### config.mk
export PLATFORM = sky130hd
export DESIGN_NAME = sr_latch_bank_sched
export DESIGN_NICKNAME = d
export VERILOG_FILES = /design/src/rtl/sr_latch_bank_sched.sv
export SDC_FILE = /design/constraint.sdc
export NUM_CORES = 1
export LEC_CHECK = 0
export BUFFER_PORTS_ARGS = -buffer_cell sky130_fd_sc_hd__buf_2
export CAP_MARGIN = 40
export CORE_UTILIZATION = 40
export CTS_CLUSTER_SIZE = 40
export DETAILED_ROUTE_END_ITERATION = 6
export PLACE_DENSITY = 0.69
export SLEW_MARGIN = 20
export SYNTH_ARGS = -nofsm -noshare
export SYNTH_HDL_FRONTEND = slang
export SYNTH_SLANG_ARGS = --single-unit
export TNS_END_PERCENT = 100
### constraint.sdc
create_clock -name clk -period 2.05 [get_ports clk]
set_clock_uncertainty 0.1 [all_clocks]
set_input_delay 0.3075 -clock clk [delete_from_list [all_inputs] [get_ports clk]]
set_output_delay 0.3075 -clock clk [all_outputs]
set_load 0.01 [all_outputs]
### src/rtl/sr_latch_bank_sched.sv
// ============================================================================
// Module      : sr_latch_bank_sched
// Description : Round-robin scheduler that drives non-overlapping set/reset
//               pulses into a bank of NOR SR latches and verifies readback.
// Revision    : 1.0 - initial release
// ============================================================================
`default_nettype none

module sr_latch_bank_sched #(
  parameter int N       = 4,
  parameter int IDX_W   = 3,
  parameter int PULSE_W = 2,
  parameter int GAP     = 1
) (
  input  logic             clk,
  input  logic             rst_n,
  input  logic             req_a,
  input  logic             op_a,
  input  logic [IDX_W-1:0] idx_a,
  output logic             ack_a,
  input  logic             req_b,
  input  logic             op_b,
  input  logic [IDX_W-1:0] idx_b,
  output logic             ack_b,
  input  logic [N-1:0]     q_fb,
  output logic [N-1:0]     s,
  output logic [N-1:0]     r,
  output logic             busy,
  output logic             done,
  output logic             err,
  output logic             done_src
);

  localparam int c_MAXC  = (PULSE_W > GAP) ? PULSE_W : GAP;
  localparam int c_CNT_W = $clog2(c_MAXC + 1);
  localparam int c_SPAN  = 1 << IDX_W;
  localparam logic [c_CNT_W-1:0] c_PULSE_LAST = c_CNT_W'(PULSE_W - 1);
  localparam logic [c_CNT_W-1:0] c_GAP_LAST   = c_CNT_W'((GAP > 0) ? GAP - 1 : 0);
  localparam logic [IDX_W:0]     c_N          = (IDX_W + 1)'(N);

  typedef enum logic [1:0] {
    S_IDLE    = 2'd0,
    S_PULSE   = 2'd1,
    S_RECOVER = 2'd2,
    S_CHECK   = 2'd3
  } state_t;

  state_t             r_state;
  logic [c_CNT_W-1:0] r_cnt;
  logic               r_ptr;
  logic               r_op;
  logic [IDX_W-1:0]   r_idx;
  logic               r_src;

  logic               w_grant_a;
  logic               w_grant_b;
  logic               w_gnt_op;
  logic [IDX_W-1:0]   w_gnt_idx;
  logic               w_gnt_bad;
  logic [c_SPAN-1:0]  w_q_ext;
  logic [c_SPAN-1:0]  w_gnt_hot;

  // r_ptr = 0 favours A on a tie, 1 favours B
  assign w_grant_a = req_a & (~req_b | ~r_ptr);
  assign w_grant_b = req_b & (~req_a |  r_ptr);
  assign w_gnt_op  = w_grant_b ? op_b  : op_a;
  assign w_gnt_idx = w_grant_b ? idx_b : idx_a;
  assign w_gnt_bad = {1'b0, w_gnt_idx} >= c_N;
  // Widened copies let any encodable index select safely without range checks
  assign w_q_ext   = c_SPAN'(q_fb);
  assign w_gnt_hot = {{(c_SPAN-1){1'b0}}, 1'b1} << w_gnt_idx;

  always_ff @(posedge clk or negedge rst_n) begin
    if (!rst_n) begin
      r_state  <= S_IDLE;
      r_cnt    <= '0;
      r_ptr    <= 1'b0;
      r_op     <= 1'b0;
      r_idx    <= '0;
      r_src    <= 1'b0;
      ack_a    <= 1'b0;
      ack_b    <= 1'b0;
      s        <= '0;
      r        <= '0;
      busy     <= 1'b0;
      done     <= 1'b0;
      err      <= 1'b0;
      done_src <= 1'b0;
    end else begin
      ack_a <= 1'b0;
      ack_b <= 1'b0;
      done  <= 1'b0;
      case (r_state)
        S_IDLE: begin
          if (w_grant_a || w_grant_b) begin
            ack_a <= w_grant_a;
            ack_b <= w_grant_b;
            busy  <= 1'b1;
            r_ptr <= w_grant_a;
            r_src <= w_grant_b;
            r_op  <= w_gnt_op;
            r_idx <= w_gnt_idx;
            if (w_gnt_bad || (w_q_ext[w_gnt_idx] == w_gnt_op)) begin
              r_state  <= S_CHECK;
              done     <= 1'b1;
              err      <= w_gnt_bad;
              done_src <= w_grant_b;
            end else begin
              r_state <= S_PULSE;
              r_cnt   <= c_PULSE_LAST;
              s       <= w_gnt_op ? w_gnt_hot[N-1:0] : '0;
              r       <= w_gnt_op ? '0 : w_gnt_hot[N-1:0];
            end
          end
        end
        S_PULSE: begin
          if (r_cnt == '0) begin
            s <= '0;
            r <= '0;
            if (GAP > 0) begin
              r_state <= S_RECOVER;
              r_cnt   <= c_GAP_LAST;
            end else begin
              r_state  <= S_CHECK;
              done     <= 1'b1;
              err      <= (w_q_ext[r_idx] != r_op);
              done_src <= r_src;
            end
          end else begin
            r_cnt <= r_cnt - 1'b1;
          end
        end
        S_RECOVER: begin
          if (r_cnt == '0) begin
            r_state  <= S_CHECK;
            done     <= 1'b1;
            err      <= (w_q_ext[r_idx] != r_op);
            done_src <= r_src;
          end else begin
            r_cnt <= r_cnt - 1'b1;
          end
        end
        S_CHECK: begin
          busy    <= 1'b0;
          r_state <= S_IDLE;
        end
        default: r_state <= S_IDLE;
      endcase
    end
  end

endmodule

`default_nettype wire

==> results of run 1 <==
-- synthesized netlist by cell type, drive strengths merged, types with 2 or more instances --
library cell	n
nor2	9
mux2	7
a32o	4
o22ai	6
nor2b	2
nand2	22
ha	7
a21oi	7
buf	2
or2	2
nand3	3
a31oi	2
dfrtp	24
clkbuf	3
nand2b	7
mux4	3
xnor2	3
inv	8
o21ai	6
mux2i	3
-- worst max-delay path, cell delays in order, from the launching register on --
cell and delay (ps):
dfrtp_1 410, inv_2 100, ha_2 190, inv_2 40, or3_4 360, or4_4 470, o32ai_2 220
-- metrics by stage --
stage,hold slack (ps),cells,power [W],TNS [ps]
2_1_floorplan,-88.1,148,0.00161,0
3_3_place_gp,218,231,0.00196,-801
3_5_place_dp,234,231,0.00202,-1070
4_1_cts,218,236,0.00245,0
5_1_grt,242,238,0.00268,0
6_report,225,238,0.00250,0
-- per-layer routing --
metal | track usage | vias up | wire (microns) | part of all wire
met1 | 0.233 | 634 | 1600 | 0.44
met3 | 0.0254 | 8 | 104 | 0.029
met5 | 0 | - | 0 | 0
li1 | - | 631 | - | -
met2 | 0.343 | 36 | 1830 | 0.51
met4 | 0.0872 | 0 | 67 | 0.019
-- worst max path at each step --
stage,slack [ps],endpoint,startpoint,depth (start not counted)
finish,90,r[3],r_state[1],6
floorplan,10,s[0],idx_b[1],6
global route,4,r[3],r_state[1],6
CTS,9,r[3],r_ptr,5
global placement,-120,s[3],idx_b[1],6
detailed placement,-150,r_state[1],idx_b[1],7
-- report_power, final --
part / switching (W) / internal [W] / leakage [nW] / total [W]
Combinational: 0.000700 / 0.000633 / 0.562 / 0.00133
Clock: 0.000164 / 0.000261 / 0.0357 / 0.000425
Sequential: 0.000103 / 0.000639 / 0.307 / 0.000742
-- timing repair --
action,4_1_cts,5_1_grt
buffers inserted,0,2
endpoints found under the setup margin,0,9
endpoints found under the hold margin,24,0
resized for setup,0,6
hold buffers,1,0
-- sequential cells by signal, indices dropped and copies added (netlist names) --
register	flops
r_state	2
r_cnt	2
s	4
ack_b	1
ack_a	1
r_src	1
done_src	1
busy	1
err	1
done	1
r_idx	3
r_ptr	1
r	4
r_op	1
-- area by class of cell --
type	count	area share
Multi-Input combinational cell	111	0.453
Sequential cell	24	0.320
Timing Repair Buffer	45	0.143
Tap cell	46	0.0307
Clock buffer	3	0.0220
Clock inverter	1	0.0160
Inverter	8	0.0160
-- cells in the final DEF (no fill, tap or decap), types with 5 or more instances in the layout --
cell	synthesis	routed
buf_2	1	29
dfrtp_1	24	24
nand2_1	21	21
buf_4	0	15
nor2_1	9	9
a21oi_1	7	7
o21ai_0	6	6
o22ai_1	6	6
nand2b_1	6	6
ha_1	7	6
inv_1	7	5
mux2_2	5	5
-- kinds of logic (layout without fill, tap and decap cells) --
kind of cell,after synthesis,count (layout)
AND/OR/NAND/NOR,51,51
AO/OA/AOI/OAI,37,37
flip-flops,24,24
multiplexers,13,13
buffers and inverters,13,57
adder cells (fa/ha/maj),7,7
XOR/XNOR,3,3
==> results.yml, run 1 <==
status:
  status: "finished, final reports clean"
floorplan:
  ios: 30
  die_area_sq_mm: 0.00399
  initial_core_util: 0.431
  die_h_microns: 63.1
  core_area_sq_mm: 0.00347
  fp.dieW_microns: 63.1
  fp-row-count: 21
worst_hold_path:
  hold_path.class: "in2reg"
  hold_start: "req_b"
  hold_depth: 2
  hold_end: "r_ptr"
global_route:
  overflow: 0
  grt_max_degree: 25
  grt_first_pass_wirelength_microns: 6110
  grt.total_usage: 0.194
  grt_pass1_vias: 1340
  antenna_found_initial: 0
clocking:
  cts.path.max_buffers: 2
  cts_max_level: 1
  clock_sinks: 24
  clkTransAtPathRegs_ps: 90
  cts_tree: "built"
  worstSkewPairLatency_ps: 270
  clock-root-buffer: "clkbuf_8"
  numCtsBuffers: 3
finish:
  areaGrowthSynthToFinish_pct: 25.5
  multi_input_area_sq_um: 850
  seq_area_sq_um: 601
  fill_cells: 335
  utilization: 0.541
  stdcell_area_sq_mm: 0.00188
  fin_nets: 216
  drive_gt1_frac: 0.365
  insertedDiodeCount: 0
synth:
  syn-num-nets: 171
  syn_inst: 148
  yosysSeqAreaShare: 0.402
  synthMuxAreaShare: 0.126
  synth-xor-area-share: 0.0176
  yosysWarnings: 0
  synth_area_leaders: "dfrtp_1 40%, ha_1 5.9%, nand2_1 5.3%"
  synthFlopType: "dfrtp_1"
  synth_compound_area_frac: 0.183
  synth_top_area_frac: 0.402
  ys_types: 45
  synth_top_family_by_area: "compound AO/OA/AOI/OAI gates"
  yosysTopAreaCell: "dfrtp_1"
  synth_edf_count: 0
  syn_area_sq_mm: 0.00150
  async_flop_share: 1.00
  syn_avg_cell_area_sq_um: 10.1
  synth-simple-area-share: 0.175
  ys_ff_latch: 24
  synthAdderAreaFrac: 0.0586
timing:
  slew_headroom: 0.632
  max_freq_mhz: 510
  hold_viol_final: 0
  post-route-worst-setup-slack_ps: 89.4
  period_needed_ps: 1960
  finalSetupViolCount: 0
  rsz0062_at_grt: "false"
  worstMarginPinSlew_ps: 552
  finalCritPeriodShare: 0.956
  report.final.slew_viol_count: 0
placed_design:
  buffer_ports.inserted: 29
  gp_congestion: 0.808
  dpl-instance-area_sq_mm: 0.00177
  dp_hpwl_microns: 2700
  dp_slack_ps: -147
setup_path:
  regToRegStartpoint: "r_state[1]"
  required_ps: 2140
  path_max_fanout: 4
  arrival_ps: 2050
  crit_path_start_kind: "flop"
  endpoint_kind: "flop"
  setup.reg_to_reg.worst_slack_ps: 90
  reg2reg_depth: 6
  worstSetupPathType: "reg2reg"
  worstReg2RegEnd: "r[3]"
route:
  dr.pass1.iters: 4
  vias_per_cell: 5.50
  wl_per_cell_microns: 15.1
  wirelength_microns: 3600
  drc: 0
  vias: 1309
  ant_nets: 0
  dr.first_iter.drc_count: 64
power:
  total_leakage_power_nw: 0.905
  p_per_area_mw_per_mm2: 1330
  ir_worst_vdd_v: 0.000409
run:
  cap_viol_max_count: 0
Power figures use the tool's default switching activity.
==> run 2: changes to the inputs <==
- CORE_UTILIZATION: 40 -> 49
- PLACE_DENSITY: 0.69 -> 0.81
==> results.yml, run 2 (synthesis results as in run 1) <==
status:
  status: "complete, but fails checks"
  violations: "design-rule violations"
finish:
  fill_cells: 220
  drive_gt1_frac: 0.342
  insertedDiodeCount: 0
  final_cells: 221
  fin_nets: 214
  final_cell_mix: "29 x buf_2, 24 x dfrtp_1, 21 x nand2_1"
  stdcell_area_sq_mm: 0.00181
  areaGrowthSynthToFinish_pct: 21.2
  final_common_cell: "buf_2"
  reg_top3: "r (4), s (4), r_idx (3)"
global_route:
  grt.total_usage: 0.211
  overflow: 0
  grt_max_degree: 25
  antenna_found_initial: 0
  grt_pass1_vias: 1244
  grt_first_pass_wirelength_microns: 5380
setup_path:
  regToRegStartpoint: "r_ptr"
  setup.reg_to_reg.worst_slack_ps: 60
  endpoint_kind: "flop"
  worstReg2RegEnd: "r[3]"
  path_delay_family: "simple AND/OR/NAND/NOR gates"
  crit_slowest_cell: "or4_4"
  arrival_ps: 2130
  worstSetupPathType: "reg2reg"
  crit_start: "r_ptr"
  path_buf_inv: 0
  cp_slowest_stage_delay_ps: 560
  reg2reg_depth: 5
  required_ps: 2190
  crit_path_start_kind: "flop"
  crit_chain: "nand2b_2, nand2_4, mux2_4, or4_4, o32ai_2"
  path_max_fanout: 5
timing:
  report.final.slew_viol_count: 0
  max_freq_mhz: 501
  finalSetupViolCount: 0
  hold_viol_final: 0
  setup_tns_ps: 0
  finalCritPeriodShare: 0.973
  slew_headroom: 0.638
  worstMarginPinSlew_ps: 543
  period_needed_ps: 1990
  post-route-worst-setup-slack_ps: 55.8
clocking:
  cts_max_level: 1
  clock-root-buffer: "clkbuf_4"
  numCtsBuffers: 3
  cts_tree: "built"
  worstSkewPairLatency_ps: 310
  clock_sinks: 24
  cts.path.max_buffers: 2
  clkTransAtPathRegs_ps: 140
floorplan:
  fp-row-count: 19
  die_h_microns: 57.2
  ios: 30
  core_area_sq_mm: 0.00283
  fp.dieW_microns: 57.2
  die_area_sq_mm: 0.00328
  initial_core_util: 0.529
route:
  wirelength_microns: 3350
  wl_per_cell_microns: 15.2
  dr.first_iter.drc_count: 74
  drc: 4
  vias: 1292
  dr.pass1.iters: 6
  vias_per_cell: 5.85
  ant_nets: 0
worst_hold_path:
  hold_depth: 3
  hold_start: "req_a"
  hold_end: "ack_a"
  hold_path.class: "in2reg"
placed_design:
  buffer_ports.inserted: 29
  gp_congestion: 0.830
  dpl-instance-area_sq_mm: 0.00173
  dp_slack_ps: -176
  place_inst: 214
  dp_hpwl_microns: 2580
power:
  total_leakage_power_nw: 0.884
  power_w: 0.00237
  p_per_area_mw_per_mm2: 1310
  ir_worst_vdd_v: 0.000455
run:
  cap_viol_max_count: 0
==> run 2: changes by cell type in the layout (fill, tap and decap cells not counted), sizes merged <==
cell / previous run / this run
buf: 44 / 42
==> run 2: metal layers <==
metal  routed length (microns)  vias to the layer above  global-route usage
met4                        21                        0              0.0453
li1                          -                      624                   -
met2                      1810                       32               0.403
met1                      1380                      634               0.249
met3                       142                        2              0.0317
met5                         0                        -                   0
==> run 2: stage by stage <==
| step | util | hold WS [ps] |
|---|---|---|
| after floorplan | - | -88.1 |
| after global routing | 0.640 | 166 |
| after detailed placement | 0.613 | 218 |
| after global placement | 0.613 | 209 |
| after CTS | 0.635 | 149 |
| final | 0.640 | 156 |
==> run 2: how the worst max path moves through the flow <==
stage	end	slack, ps	depth (start not counted)
final	r[3]	60	5
after global routing	done_src	-5	7
after CTS	r[3]	10	5
after detailed placement	s[0]	-180	6
after global placement	s[2]	-140	6
after floorplan	s[0]	10	6
==> run 2: final cells by class <==
| type | count | area (sq um) | area share |
|---|---|---|---|
| Clock buffer | 3 | 22.5 | 0.0124 |
| Clock inverter | 1 | 30.0 | 0.0166 |
| Inverter | 8 | 30.0 | 0.0166 |
| Multi-Input combinational cell | 111 | 837 | 0.462 |
| Sequential cell | 24 | 601 | 0.331 |
| Tap cell | 31 | 38.8 | 0.0214 |
| Timing Repair Buffer | 43 | 253 | 0.140 |
==> run 2: power by group <==
group / leakage, nW / internal [W] / switching (W) / total, W
clock: 0.0279 / 0.000198 / 0.000145 / 0.000343
sequential: 0.307 / 0.000638 / 0.000102 / 0.000740
combinational: 0.548 / 0.000600 / 0.000690 / 0.00129
==> run 2: timing repair <==
item | 4_1_cts | 5_1_grt
endpoints found under the hold margin | 24 | 0
setup endpoints to repair | 0 | 9
gates resized for setup | 0 | 3
hold buffers | 1 | 0
buffers inserted | 0 | 2
==> run 2: worst reg2reg max path: stages, from the launching register on <==
cell	delay, ps
dfrtp_1	410
nand2b_2	220
nand2_4	110
mux2_4	320
or4_4	560
o32ai_2	200
